### config.mk
export PLATFORM = sky130hd
export DESIGN_NAME = seq_stream_tx
export DESIGN_NICKNAME = d
export VERILOG_FILES = /design/src/rtl/seq_pkg.sv /design/src/rtl/piso_shift.sv /design/src/rtl/seq_stream_tx.sv
export SDC_FILE = /design/constraint.sdc
export NUM_CORES = 1
export LEC_CHECK = 0
export CORE_ASPECT_RATIO = 0.9
export CORE_UTILIZATION = 40
export CTS_BUF_LIST = sky130_fd_sc_hd__clkbuf_8
export CTS_CLUSTER_SIZE = 12
export DETAILED_ROUTE_END_ITERATION = 10
export GPL_TIMING_DRIVEN = 0
export PLACE_DENSITY_LB_ADDON = 0.08
export SYNTH_ARGS = -nofsm -noshare
export SYNTH_HDL_FRONTEND = slang
export SYNTH_SLANG_ARGS = --single-unit
export TNS_END_PERCENT = 1
### constraint.sdc
create_clock -name clk -period 4.4 [get_ports clk]
set_clock_uncertainty 0.1 [all_clocks]
set_input_delay 0.88 -clock clk [delete_from_list [all_inputs] [get_ports clk]]
set_output_delay 0.88 -clock clk [all_outputs]
set_load 0.02 [all_outputs]
### src/rtl/seq_pkg.sv
// Shared definitions for the serial stream transmitter and the 1011 sequence detector.
package seq_pkg;

  typedef enum logic [1:0] {
    TX_IDLE  = 2'd0,
    TX_SHIFT = 2'd1,
    TX_GAP   = 2'd2
  } txState_e;

  // Pattern the downstream detector looks for; the stream source and the bench share it.
  localparam logic [3:0] SEQ_PATTERN = 4'b1011;

endpackage

### src/rtl/piso_shift.sv
// Parallel-load shift register with a bit-index counter that flags the last bit of a word.
module piso_shift #(
  parameter int DATA_W    = 8,
  parameter bit MSB_FIRST = 1'b1
) (
  input  logic              clk,
  input  logic              rst_n,
  input  logic              load_i,
  input  logic              shift_i,
  input  logic [DATA_W-1:0] data_i,
  output logic              bit_o,
  output logic              last_bit_o
);

  localparam int CntW = $clog2(DATA_W);
  localparam logic [CntW-1:0] LastIdx = CntW'(DATA_W - 1);
  localparam logic [CntW-1:0] CntOne  = CntW'(1);

  logic [DATA_W-1:0] shReg_q, shReg_d;
  logic [CntW-1:0]   bitCnt_q, bitCnt_d;

  // A load always wins over a shift so that a chained word restarts the index at 0.
  always_comb begin
    shReg_d  = shReg_q;
    bitCnt_d = bitCnt_q;
    if (load_i) begin
      shReg_d  = data_i;
      bitCnt_d = '0;
    end else if (shift_i) begin
      shReg_d  = MSB_FIRST ? {shReg_q[DATA_W-2:0], 1'b0} : {1'b0, shReg_q[DATA_W-1:1]};
      bitCnt_d = bitCnt_q + CntOne;
    end
  end

  always_ff @(posedge clk) begin
    if (!rst_n) begin
      shReg_q  <= '0;
      bitCnt_q <= '0;
    end else begin
      shReg_q  <= shReg_d;
      bitCnt_q <= bitCnt_d;
    end
  end

  assign bit_o      = MSB_FIRST ? shReg_q[DATA_W-1] : shReg_q[0];
  assign last_bit_o = (bitCnt_q == LastIdx);

endmodule

### src/rtl/seq_stream_tx.sv
// Serializes handshaked words into a one-bit stream with optional idle gaps and a word counter.
module seq_stream_tx
  import seq_pkg::*;
#(
  parameter int DATA_W     = 8,
  parameter bit MSB_FIRST  = 1'b1,
  parameter int GAP_CYCLES = 0,
  parameter int CNT_W      = 16
) (
  input  logic              clk,
  input  logic              rst_n,
  input  logic [DATA_W-1:0] in_data,
  input  logic              in_valid,
  output logic              in_ready,
  output logic              stream,
  output logic              stream_valid,
  output logic              word_done,
  output logic [CNT_W-1:0]  tx_count
);

  localparam bit              HasGap  = (GAP_CYCLES > 0);
  localparam logic [3:0]      GapLast = 4'((GAP_CYCLES > 0) ? GAP_CYCLES - 1 : 0);
  localparam logic [CNT_W-1:0] CntOne = CNT_W'(1);

  txState_e         state_q, state_d;
  logic [3:0]       gapCnt_q, gapCnt_d;
  logic [CNT_W-1:0] txCount_q, txCount_d;
  logic             pisoBit;
  logic             lastBit;
  logic             xfer;

  assign xfer = in_valid && in_ready;

  piso_shift #(
    .DATA_W   (DATA_W),
    .MSB_FIRST(MSB_FIRST)
  ) u_piso (
    .clk       (clk),
    .rst_n     (rst_n),
    .load_i    (xfer),
    .shift_i   ((state_q == TX_SHIFT) && !lastBit),
    .data_i    (in_data),
    .bit_o     (pisoBit),
    .last_bit_o(lastBit)
  );

  always_ff @(posedge clk) begin
    if (!rst_n) begin
      state_q   <= TX_IDLE;
      gapCnt_q  <= '0;
      txCount_q <= '0;
    end else begin
      state_q   <= state_d;
      gapCnt_q  <= gapCnt_d;
      txCount_q <= txCount_d;
    end
  end

  // The word counter advances on the closing edge of the last-bit cycle.
  always_comb begin
    state_d   = state_q;
    gapCnt_d  = gapCnt_q;
    txCount_d = txCount_q;
    case (state_q)
      TX_IDLE: begin
        if (xfer) state_d = TX_SHIFT;
      end
      TX_SHIFT: begin
        if (lastBit) begin
          txCount_d = txCount_q + CntOne;
          if (HasGap) begin
            state_d  = TX_GAP;
            gapCnt_d = '0;
          end else if (xfer) begin
            state_d = TX_SHIFT;
          end else begin
            state_d = TX_IDLE;
          end
        end
      end
      TX_GAP: begin
        if (gapCnt_q == GapLast) state_d = TX_IDLE;
        else                     gapCnt_d = gapCnt_q + 4'd1;
      end
      default: state_d = TX_IDLE;
    endcase
  end

  // Chaining without a bubble is only possible when no gap follows the word.
  always_comb begin
    in_ready     = (state_q == TX_IDLE) || ((state_q == TX_SHIFT) && lastBit && !HasGap);
    stream_valid = (state_q == TX_SHIFT);
    stream       = (state_q == TX_SHIFT) && pisoBit;
    word_done    = (state_q == TX_SHIFT) && lastBit;
  end

  assign tx_count = txCount_q;

endmodule

==> impl_results.md <==
* Core Area at 0.00286 mm²
* Routability Congestion at 0.767
* Area Overhead vs Synth at 31.0%
* Residual DRC count at 0
* Seq/Total Area, Yosys at 44.4%
* Final hold vios at 0
* Initial antenna violation count at 0
* Yosys Warn Count at 0
* CTS tree: built
* Max Freq at 0.291 GHz
* Vias in the first global route at 1011
* Post-synth top area share at 44.4%
* Synthesis-stage register bit count at 28
* Power density over the cells at 269 mW/mm²
* Final min period at 3440 ps
* Via Count at 1099
* Max cap viols at 0
* GRT met1 Usage at 23.8%
* Drt via density at 5.14
* Wire per inst at 12.4 µm
* Startpoint Class: register
* Total GRT Usage at 17.4%
* Setup total negative slack at 0 ps
* Post-DP HPWL at 1910 µm
* Async S/R FF share, synth at 0%
* Synth area leaders: dfxtp_1, mux2i_1, nor2_1
* Pin count of the biggest net entering global routing at 15
* Final setup vio count at 0
* Cell variety after synth at 31
* Fill cells at 281
* FP Rows at 18
* Post-synth EDFFs at 0
* Top cells by count, synth: dfxtp_1, nor2_1, mux2i_1, nand2_1
* Worst slew margin at 60.5%
* Pre-antenna DRT Iters at 4
* Most used standard cell by instance count after synthesis: dfxtp_1
* Lkg Pwr at 0.565 nW
* Final ANT Viol Nets at 0
* Initial drt markers at 32
* Gr ovfl total at 0
* Worst Path Max Fanout at 10
* Met3 Track Usage GR at 4.92%
* Post-CTS Resized at 0
* Final Max Slew Viols at 0
* Gate Count Post-Synth at 141
* Crit path kind: reg -> out
* Tcrit/Tclk final at 78.2%
* M2 GR Usage at 25.8%
* First-pass GRT wire length at 4460 µm
* GRT busiest layer: met2
* Synth Flop Type: dfxtp_1
* RSZ-0062 raised after global routing: no
* Final non-filler cell total at 214
* Status: finished, final reports clean
* CTS Buf Count at 3
* Hold Path Class: reg -> reg
* Placed insts at 211
* Syn nets at 155
* CP endpoint kind: output port
* Clk pin slew, worst setup/hold paths at 90 ps
* Ant diodes at 0
* Layout cells sized above 1 at 6.32%
* Worst Max-Slew Pin Slew at 593 ps
* Chip Height at 55.3 µm
* Crit path DAT at 2460 ps
* Io pins at 31
* Clock Tree Buf Depth at 2
* Maximum vdd drop at 176 µV
* Fin nets at 190
* DIE AREA at 0.00339 mm²
* Mapped Area at 0.00126 mm²
* Starting Density at 44.1%
* Post-CTS setup buffer count at 0
* Clock latency on the worst-skew pair at 270 ps
* Largest area contributor in the netlist: dfxtp_1
* Worst Path Required at 3420 ps
* # hold bufs at CTS at 0
* CTS sink cnt at 28
* PortBufs at 30
* Die Wd at 61.2 µm
* Clock root cell: clkbuf_8
* H-tree levels at 1
* Syn Area/Cell at 8.95 µm²
* Final WL at 2650 µm
worst max-delay path: stages (launching register included):
cell and delay (ps):
dfxtp_1 340, ha_1 200, ha_1 250, and2b_1 310, clkinv_1 260, buf_2 270, clkdlybuf4s50_1 550
cell usage in the layout (no fill, tap or decap), drive strengths merged, types with 7 or more instances in the layout:
cell type,netlist,final
clkdlybuf4s50,0,30
nor2,21,21
xnor2,7,7
a21oi,7,7
a211oi,7,7
nand2,10,10
nor4,7,7
mux2i,10,10
dfxtp,28,28
cells by family (layout without fill, tap and decap cells):
| family | count (synthesis) | count (layout) | share of synthesized area [%] |
|---|---|---|---|
| AND/OR/NAND/NOR | 60 | 60 | 24.9 |
| adder cells (fa/ha/maj) | 3 | 3 | 2.97 |
| multiplexers | 10 | 10 | 7.93 |
| buffers and inverters | 11 | 44 | 3.47 |
| XOR/XNOR | 9 | 9 | 6.24 |
| AO/OA/AOI/OAI | 20 | 20 | 10.1 |
| flip-flops | 28 | 28 | 44.4 |
stage by stage:
step / hold WS (ps) / instance area, µm² / total power, mW / utilization, % / setup slack [ps]
CTS: 387 / 1650 / 0.449 / 57.8 / 948
floorplan: 369 / 1260 / 0.294 / - / 2020
global route: 414 / 1650 / 0.467 / 57.8 / 799
detailed placement: 374 / 1610 / 0.313 / 56.4 / 1260
global placement: 358 / 1610 / 0.312 / 56.4 / 1290
finish: 379 / 1650 / 0.445 / 57.8 / 960
where the power goes:
part | internal, mW | leakage (nW) | switching (mW) | total, mW
combinational | 0.0211 | 0.316 | 0.0206 | 0.0417
sequential | 0.261 | 0.228 | 0.00452 | 0.265
clock | 0.0616 | 0.0216 | 0.0766 | 0.138
total | 0.343 | 0.565 | 0.102 | 0.445
final cells by class:
class / instances / area (µm²) / share of cell area, %
Buffer: 5 / 21.3 / 1.29
Inverter: 6 / 22.5 / 1.36
Clock buffer: 3 / 41.3 / 2.50
Multi-Input combinational cell: 102 / 658 / 39.8
Timing Repair Buffer: 30 / 300 / 18.2
Sequential cell: 28 / 561 / 33.9
Tap cell: 40 / 50.0 / 3.03
layer usage:
| layer | part of all wire [%] | up-vias |
|---|---|---|
| met2 | 45 | 27 |
| met5 | 0 | - |
| met4 | 1.3 | 0 |
| met1 | 49 | 507 |
| li1 | - | 560 |
| met3 | 4.1 | 5 |
state kept, by name, summed over array words and instances, names as in the netlist:
signal and flops:
tx_count 16, state_q 1, u_piso.shReg_q 8, u_piso.bitCnt_q 3
final timing paths:
path	to	slack, ps	start	depth (start not counted)
worst max-delay path	in_ready	960	u_piso.bitCnt_q[0]	6
worst min-delay path	tx_count[14]	380	tx_count[14]	2
worst max register to register	u_piso.shReg_q[4]	2350	u_piso.bitCnt_q[0]	6
worst min register to register	tx_count[14]	380	tx_count[14]	2
Note: power is estimated with default switching activity, not from simulation.
